**src/rtl/joy_poll_sched.sv**
```systemverilog
// rtl/joy_poll_sched.sv - polls two joysticks through a shared SPI engine once per period
// Unpacks 5-byte responses into registered axis/button values and strobes tick per round.
module joy_poll_sched #(
   parameter int POLL_DIV = 100000,
   parameter int TIMEOUT  = 4096
) (
   input  logic        clk,
   input  logic        clr,
   input  logic        en,
   input  logic        spi_busy,
   output logic        spi_start,
   output logic        spi_sel,
   input  logic        spi_done,
   input  logic [39:0] spi_data,
   output logic [9:0]  joy0_x,
   output logic [9:0]  joy0_y,
   output logic [9:0]  joy1_x,
   output logic [9:0]  joy1_y,
   output logic [2:0]  joy0_btn,
   output logic [2:0]  joy1_btn,
   output logic        tick,
   output logic [1:0]  err,
   output logic        overrun
);

   localparam int PW = (POLL_DIV > 1) ? $clog2(POLL_DIV) : 1;
   localparam int TW = (TIMEOUT > 1) ? $clog2(TIMEOUT) : 1;
   localparam logic [PW-1:0] P_LAST = PW'(POLL_DIV - 1);
   localparam logic [TW-1:0] T_LAST = TW'(TIMEOUT - 1);

   typedef enum logic [2:0] {S_IDLE, S_REQ, S_WAIT, S_NEXT, S_DONE} state_t;

   state_t        state;
   logic [PW-1:0] pcnt;
   logic [TW-1:0] tcnt;
   logic          pending;
   logic          ch;
   logic          wrap;
   logic          take;
   logic [9:0]    new_x;
   logic [9:0]    new_y;
   logic [2:0]    new_btn;
   logic          unused_bits;

   assign wrap    = en && (pcnt == P_LAST);
   assign take    = (state == S_IDLE) && pending;
   assign new_x   = {spi_data[25:24], spi_data[39:32]};
   assign new_y   = {spi_data[9:8], spi_data[23:16]};
   assign new_btn = spi_data[2:0];
   assign unused_bits = ^{spi_data[31:26], spi_data[15:10], spi_data[7:3]};

   always_ff @(posedge clk or posedge clr) begin
      if (clr) begin
         state     <= S_IDLE;
         pcnt      <= '0;
         tcnt      <= '0;
         pending   <= 1'b0;
         ch        <= 1'b0;
         spi_start <= 1'b0;
         spi_sel   <= 1'b0;
         tick      <= 1'b0;
         err       <= 2'b00;
         overrun   <= 1'b0;
         joy0_x    <= 10'd512;
         joy0_y    <= 10'd512;
         joy1_x    <= 10'd512;
         joy1_y    <= 10'd512;
         joy0_btn  <= 3'd0;
         joy1_btn  <= 3'd0;
      end else begin
         spi_start <= 1'b0;
         tick      <= 1'b0;

         if (en) begin
            if (pcnt == P_LAST) pcnt <= '0;
            else                pcnt <= pcnt + 1'b1;
         end

         // A round being consumed this edge frees the slot for a new one.
         if (wrap) begin
            if (pending && !take) overrun <= 1'b1;
            else                  pending <= 1'b1;
         end else if (take) begin
            pending <= 1'b0;
         end

         case (state)
            S_IDLE: begin
               ch <= 1'b0;
               if (pending) begin
                  spi_sel <= 1'b0;
                  state   <= S_REQ;
               end
            end
            S_REQ: begin
               if (!spi_busy) begin
                  spi_start <= 1'b1;
                  tcnt      <= '0;
                  state     <= S_WAIT;
               end
            end
            S_WAIT: begin
               if (spi_done) begin
                  if (ch) begin
                     joy1_x   <= new_x;
                     joy1_y   <= new_y;
                     joy1_btn <= new_btn;
                  end else begin
                     joy0_x   <= new_x;
                     joy0_y   <= new_y;
                     joy0_btn <= new_btn;
                  end
                  state <= S_NEXT;
               end else if (tcnt == T_LAST) begin
                  err[ch] <= 1'b1;
                  state   <= S_NEXT;
               end else begin
                  tcnt <= tcnt + 1'b1;
               end
            end
            S_NEXT: begin
               if (!ch) begin
                  ch      <= 1'b1;
                  spi_sel <= 1'b1;
                  state   <= S_REQ;
               end else begin
                  tick  <= 1'b1;
                  state <= S_DONE;
               end
            end
            S_DONE: begin
               ch    <= 1'b0;
               state <= S_IDLE;
            end
            default: state <= S_IDLE;
         endcase
      end
   end

endmodule

```
**config.mk**
```make
export PLATFORM = sky130hd
export DESIGN_NAME = joy_poll_sched
export DESIGN_NICKNAME = d
export VERILOG_FILES = /design/src/rtl/joy_poll_sched.sv
export SDC_FILE = /design/constraint.sdc
export NUM_CORES = 1
export LEC_CHECK = 0
export CAP_MARGIN = 10
export CORE_ASPECT_RATIO = 0.7
export CORE_MARGIN = 2
export CORE_UTILIZATION = 36
export CTS_BUF_LIST = sky130_fd_sc_hd__clkbuf_8 sky130_fd_sc_hd__clkbuf_16
export DETAILED_ROUTE_END_ITERATION = 6
export SLEW_MARGIN = 15
export SYNTH_ARGS = -nofsm -noshare
export SYNTH_HDL_FRONTEND = slang
export SYNTH_SLANG_ARGS = --single-unit
export TNS_END_PERCENT = 5
```
**constraint.sdc**
```tcl
create_clock -name clk -period 3.24 [get_ports clk]
set_clock_uncertainty 0.05 [all_clocks]
set_input_delay 0.81 -clock clk [delete_from_list [all_inputs] [get_ports clk]]
set_output_delay 0.81 -clock clk [all_outputs]
set_load 0.01 [all_outputs]
```
==> out/results.tsv <==
stage	metric	value	unit
drt	# DRC	0	
placed_design	Placed Instances	500	
critical_path	reg-to-reg startpoint	state[2]	
clock_network	CTS resizes	0	
final_layout	area of the multi-input gates	1500	um2
grt	Tot GR Track Use	14.8	%
critical_path	CP cell instances	clkdlybuf4s50_1	
pwr	Clk pwr share	26.1	%
clock_network	post-CTS setup buffers	0	
grt	grt ovf	0	
drt	via total after detailed routing	2561	
clock_network	hold-fix buffer count after cts	0	
critical_path	Req. time, crit path	2.38	ns
synth	syn nets	342	
clock_network	CTS buffer count	9	
sta	setup ws final	0.981	ns
final_layout	register area	2160	um2
pwr	pwr dens	838	nW/um2
critical_path	Worst Setup EP	joy0_y[9]	
sta	Max transition margin	55.5	%
pwr	total internal power	0.00298	W
synth	syn_area_per_cell	12.7	um2
critical_path	worst reg-to-reg setup slack	1.29	ns
final_layout	commonest non-fill, non-tap cell in the layout	dfrtp_1	
critical_path	worst-path fanout max	2	
critical_path	startpoint types	register	
pwr	Max IR drop VDD	0.565	mV
worst_hold_path	hold path depth	1	
clock_network	# clock sinks	86	
critical_path	reg-to-reg critical path endpoint	joy0_x[6]	
pwr	Psw	0.00121	W
placed_design	dpl ws	0.697	ns
floorplan	die outline width	126	um
drt	DRT Pass-1 Iters	4	
synth	Yosys reg bits	86	
sta	Final Hold Vio Count	0	
clock_network	Clock Latency Late Sink	0.33	ns
grt	vias in the first global route	2648	
floorplan	die height	89.4	um
floorplan	CORE AREA	10200	um2
placed_design	routability congestion estimate	0.720	
outcome	outcome	finished clean	
critical_path	WP depth	1	
synth	sequential share of the synthesized area	57.4	%
pwr	Comb power frac	33.2	%
grt	initial antenna violation count	0	
sta	Final Max Slew Viols	0	
final_layout	Fill cells	911	
final_layout	Layout Cells excl Fill	516	
pwr	Sw Share	28.9	%
final_layout	final instance area	5010	um2
critical_path	R2R cell count	4	
synth	Post-synth ARST share	100	%
synth	Post-synth top flop	dfrtp_1	
clock_network	CTS HTree Levels	3	
sta	Max Freq	443	MHz
floorplan	# IOs	97	
drt	DR vias/cell	4.96	
clock_network	CTS root buffer	clkbuf_16	
drt	drt wl/cell	15.2	um
synth	yosys synthesis warning count	0	
placed_design	hpwl dp	5490	um
drt	Iteration-0 DRC Markers	101	
synth	post-synthesis cell type count	54	
synth	Gate Count Post-Synth	295	
grt	largest net degree at the start of global routing	39	
sta	setup TNS	0	ns
final_layout	commonest non-fill, non-tap cells in the layout	82 x dfrtp_1, 79 x clkdlybuf4s50_1, 45 x mux2_2, 18 x nand2_1, 17 x nor2_1	
final_layout	Antenna diodes	0	
critical_path	capturing element type of the critical path	primary output	
grt	first-pass GRT wire length	13400	um
synth	Mapped Area	3750	um2
sta	clock period minus worst slack	2.26	ns
final_layout	area growth from synthesis to layout	33.4	%
floorplan	initial core utilization	36.7	%
floorplan	die area	11300	um2
pwr	part of the power in registers	40.6	%
job	maxcap violations	0	
sta	Final Setup Violations	0	
floorplan	Site Rows	31	
placed_design	Post-Place Cell Area	4680	um2
drt	antenna viol nets, final	0	
sta	RSZ-0062 raised after global routing	false	
sta	crit share post-route	69.7	%
critical_path	crit path from	joy0_y[9]	
synth	Post-synth EDFFs	0	
clock_network	CTS Buffer Depth	2	
critical_path	critical path type	reg -> out	
critical_path	CP bufs+invs	1	
placed_design	IO buf count	79	
critical_path	slowest CP cell	clkdlybuf4s50_1	
sta	Worst Tran Pin Value	0.667	ns
clock_network	clk slew on worst S/H paths	0.06	ns
pwr	Lkg Pwr	2.16	nW
critical_path	crit path DAT	1.40	ns
critical_path	delay-heaviest family, CP	buffers and inverters	
critical_path	slowest stage delay, CP	0.54	ns
worst_hold_path	HP Class	reg -> reg	
final_layout	fraction of layout cells with a size suffix above 1	22.9	%
drt	WL final	7850	um
clock_network	TritonCTS clock tree	done	
final_layout	nets@finish	426	
==> cell families after synthesis <==
family	count (synthesis)	share of synthesized area, %
AND/OR/NAND/NOR	88	14.6
flip-flops	86	57.4
multiplexers	47	14.1
AO/OA/AOI/OAI	43	7.43
buffers and inverters	15	2.57
XOR/XNOR	14	3.27
adder cells (fa/ha/maj)	2	0.666
==> sequential cells by signal (all words and copies together), names as in the netlist, 2 cells and up <==
name	flops
joy0_y	10
pcnt	17
err	2
joy0_btn	3
joy0_x	10
tcnt	12
joy1_btn	3
joy1_y	10
joy1_x	10
state	3
==> how the worst min path moves through the flow <==
stage / to / from / slack, ns
after floorplan: tcnt[11] / tcnt[11] / 0.40
after global placement: overrun / overrun / 0.40
after detailed placement: overrun / overrun / 0.40
after CTS: overrun / overrun / 0.42
after global routing: overrun / overrun / 0.45
final: overrun / overrun / 0.41
==> synthesized netlist by cell type, drive strengths merged, types with 2 or more instances <==
master / n / share of area [%]
a21o: 2 / 0.40
a21oi: 10 / 1.3
a31oi: 6 / 1.0
a41oi: 2 / 0.47
and3: 7 / 1.2
and4: 3 / 0.83
buf: 12 / 2.3
dfrtp: 82 / 55
dfstp: 4 / 2.8
ha: 2 / 0.67
inv: 3 / 0.30
mux2: 46 / 14
nand2: 19 / 2.1
nand3: 12 / 1.6
nand4: 8 / 1.9
nor2: 18 / 2.0
nor3: 3 / 0.40
nor4: 4 / 1.2
o211ai: 2 / 0.40
o21ai: 10 / 1.3
o21bai: 2 / 0.40
o31a: 2 / 0.50
o31ai: 5 / 1.1
or3: 3 / 0.50
or3b: 2 / 0.53
xnor2: 7 / 1.6
xor2: 7 / 1.6
==> stage by stage <==
| step | power [W] | hold slack (ns) | utilization [%] |
|---|---|---|---|
| after floorplan | 0.00241 | 0.400 | - |
| after CTS | 0.00426 | 0.420 | 48.9 |
| after global placement | 0.00310 | 0.401 | 45.7 |
| after global routing | 0.00446 | 0.448 | 48.9 |
| final | 0.00419 | 0.415 | 48.9 |
| after detailed placement | 0.00314 | 0.402 | 45.7 |
==> area by class of cell <==
type | count | area share (%)
sequential | 86 | 43.1
timing repair buffer | 85 | 16.9
inverter | 3 | 0.250
clock inverter | 7 | 1.95
multi-input combinational | 194 | 30.0
tap | 132 | 3.30
clock buffer | 9 | 4.50
==> per-layer routing <==
metal	GRT usage (%)	vias up	part of all wire, %
li1	-	1237	-
met1	20.0	1253	49
met2	23.2	66	45
met3	5.51	5	5.5
met4	3.40	0	0.54
met5	0	-	0
==> power groups by stage <==
stage | sequential (W) | combinational (W) | clock, W
after floorplan | 0.00179 | 0.000617 | 0
after global routing | 0.00176 | 0.00152 | 0.00118
after CTS | 0.00171 | 0.00142 | 0.00113
after detailed placement | 0.00172 | 0.00141 | 0
final | 0.00170 | 0.00139 | 0.00110
after global placement | 0.00170 | 0.00140 | 0
(Power assumes the default switching activity.)
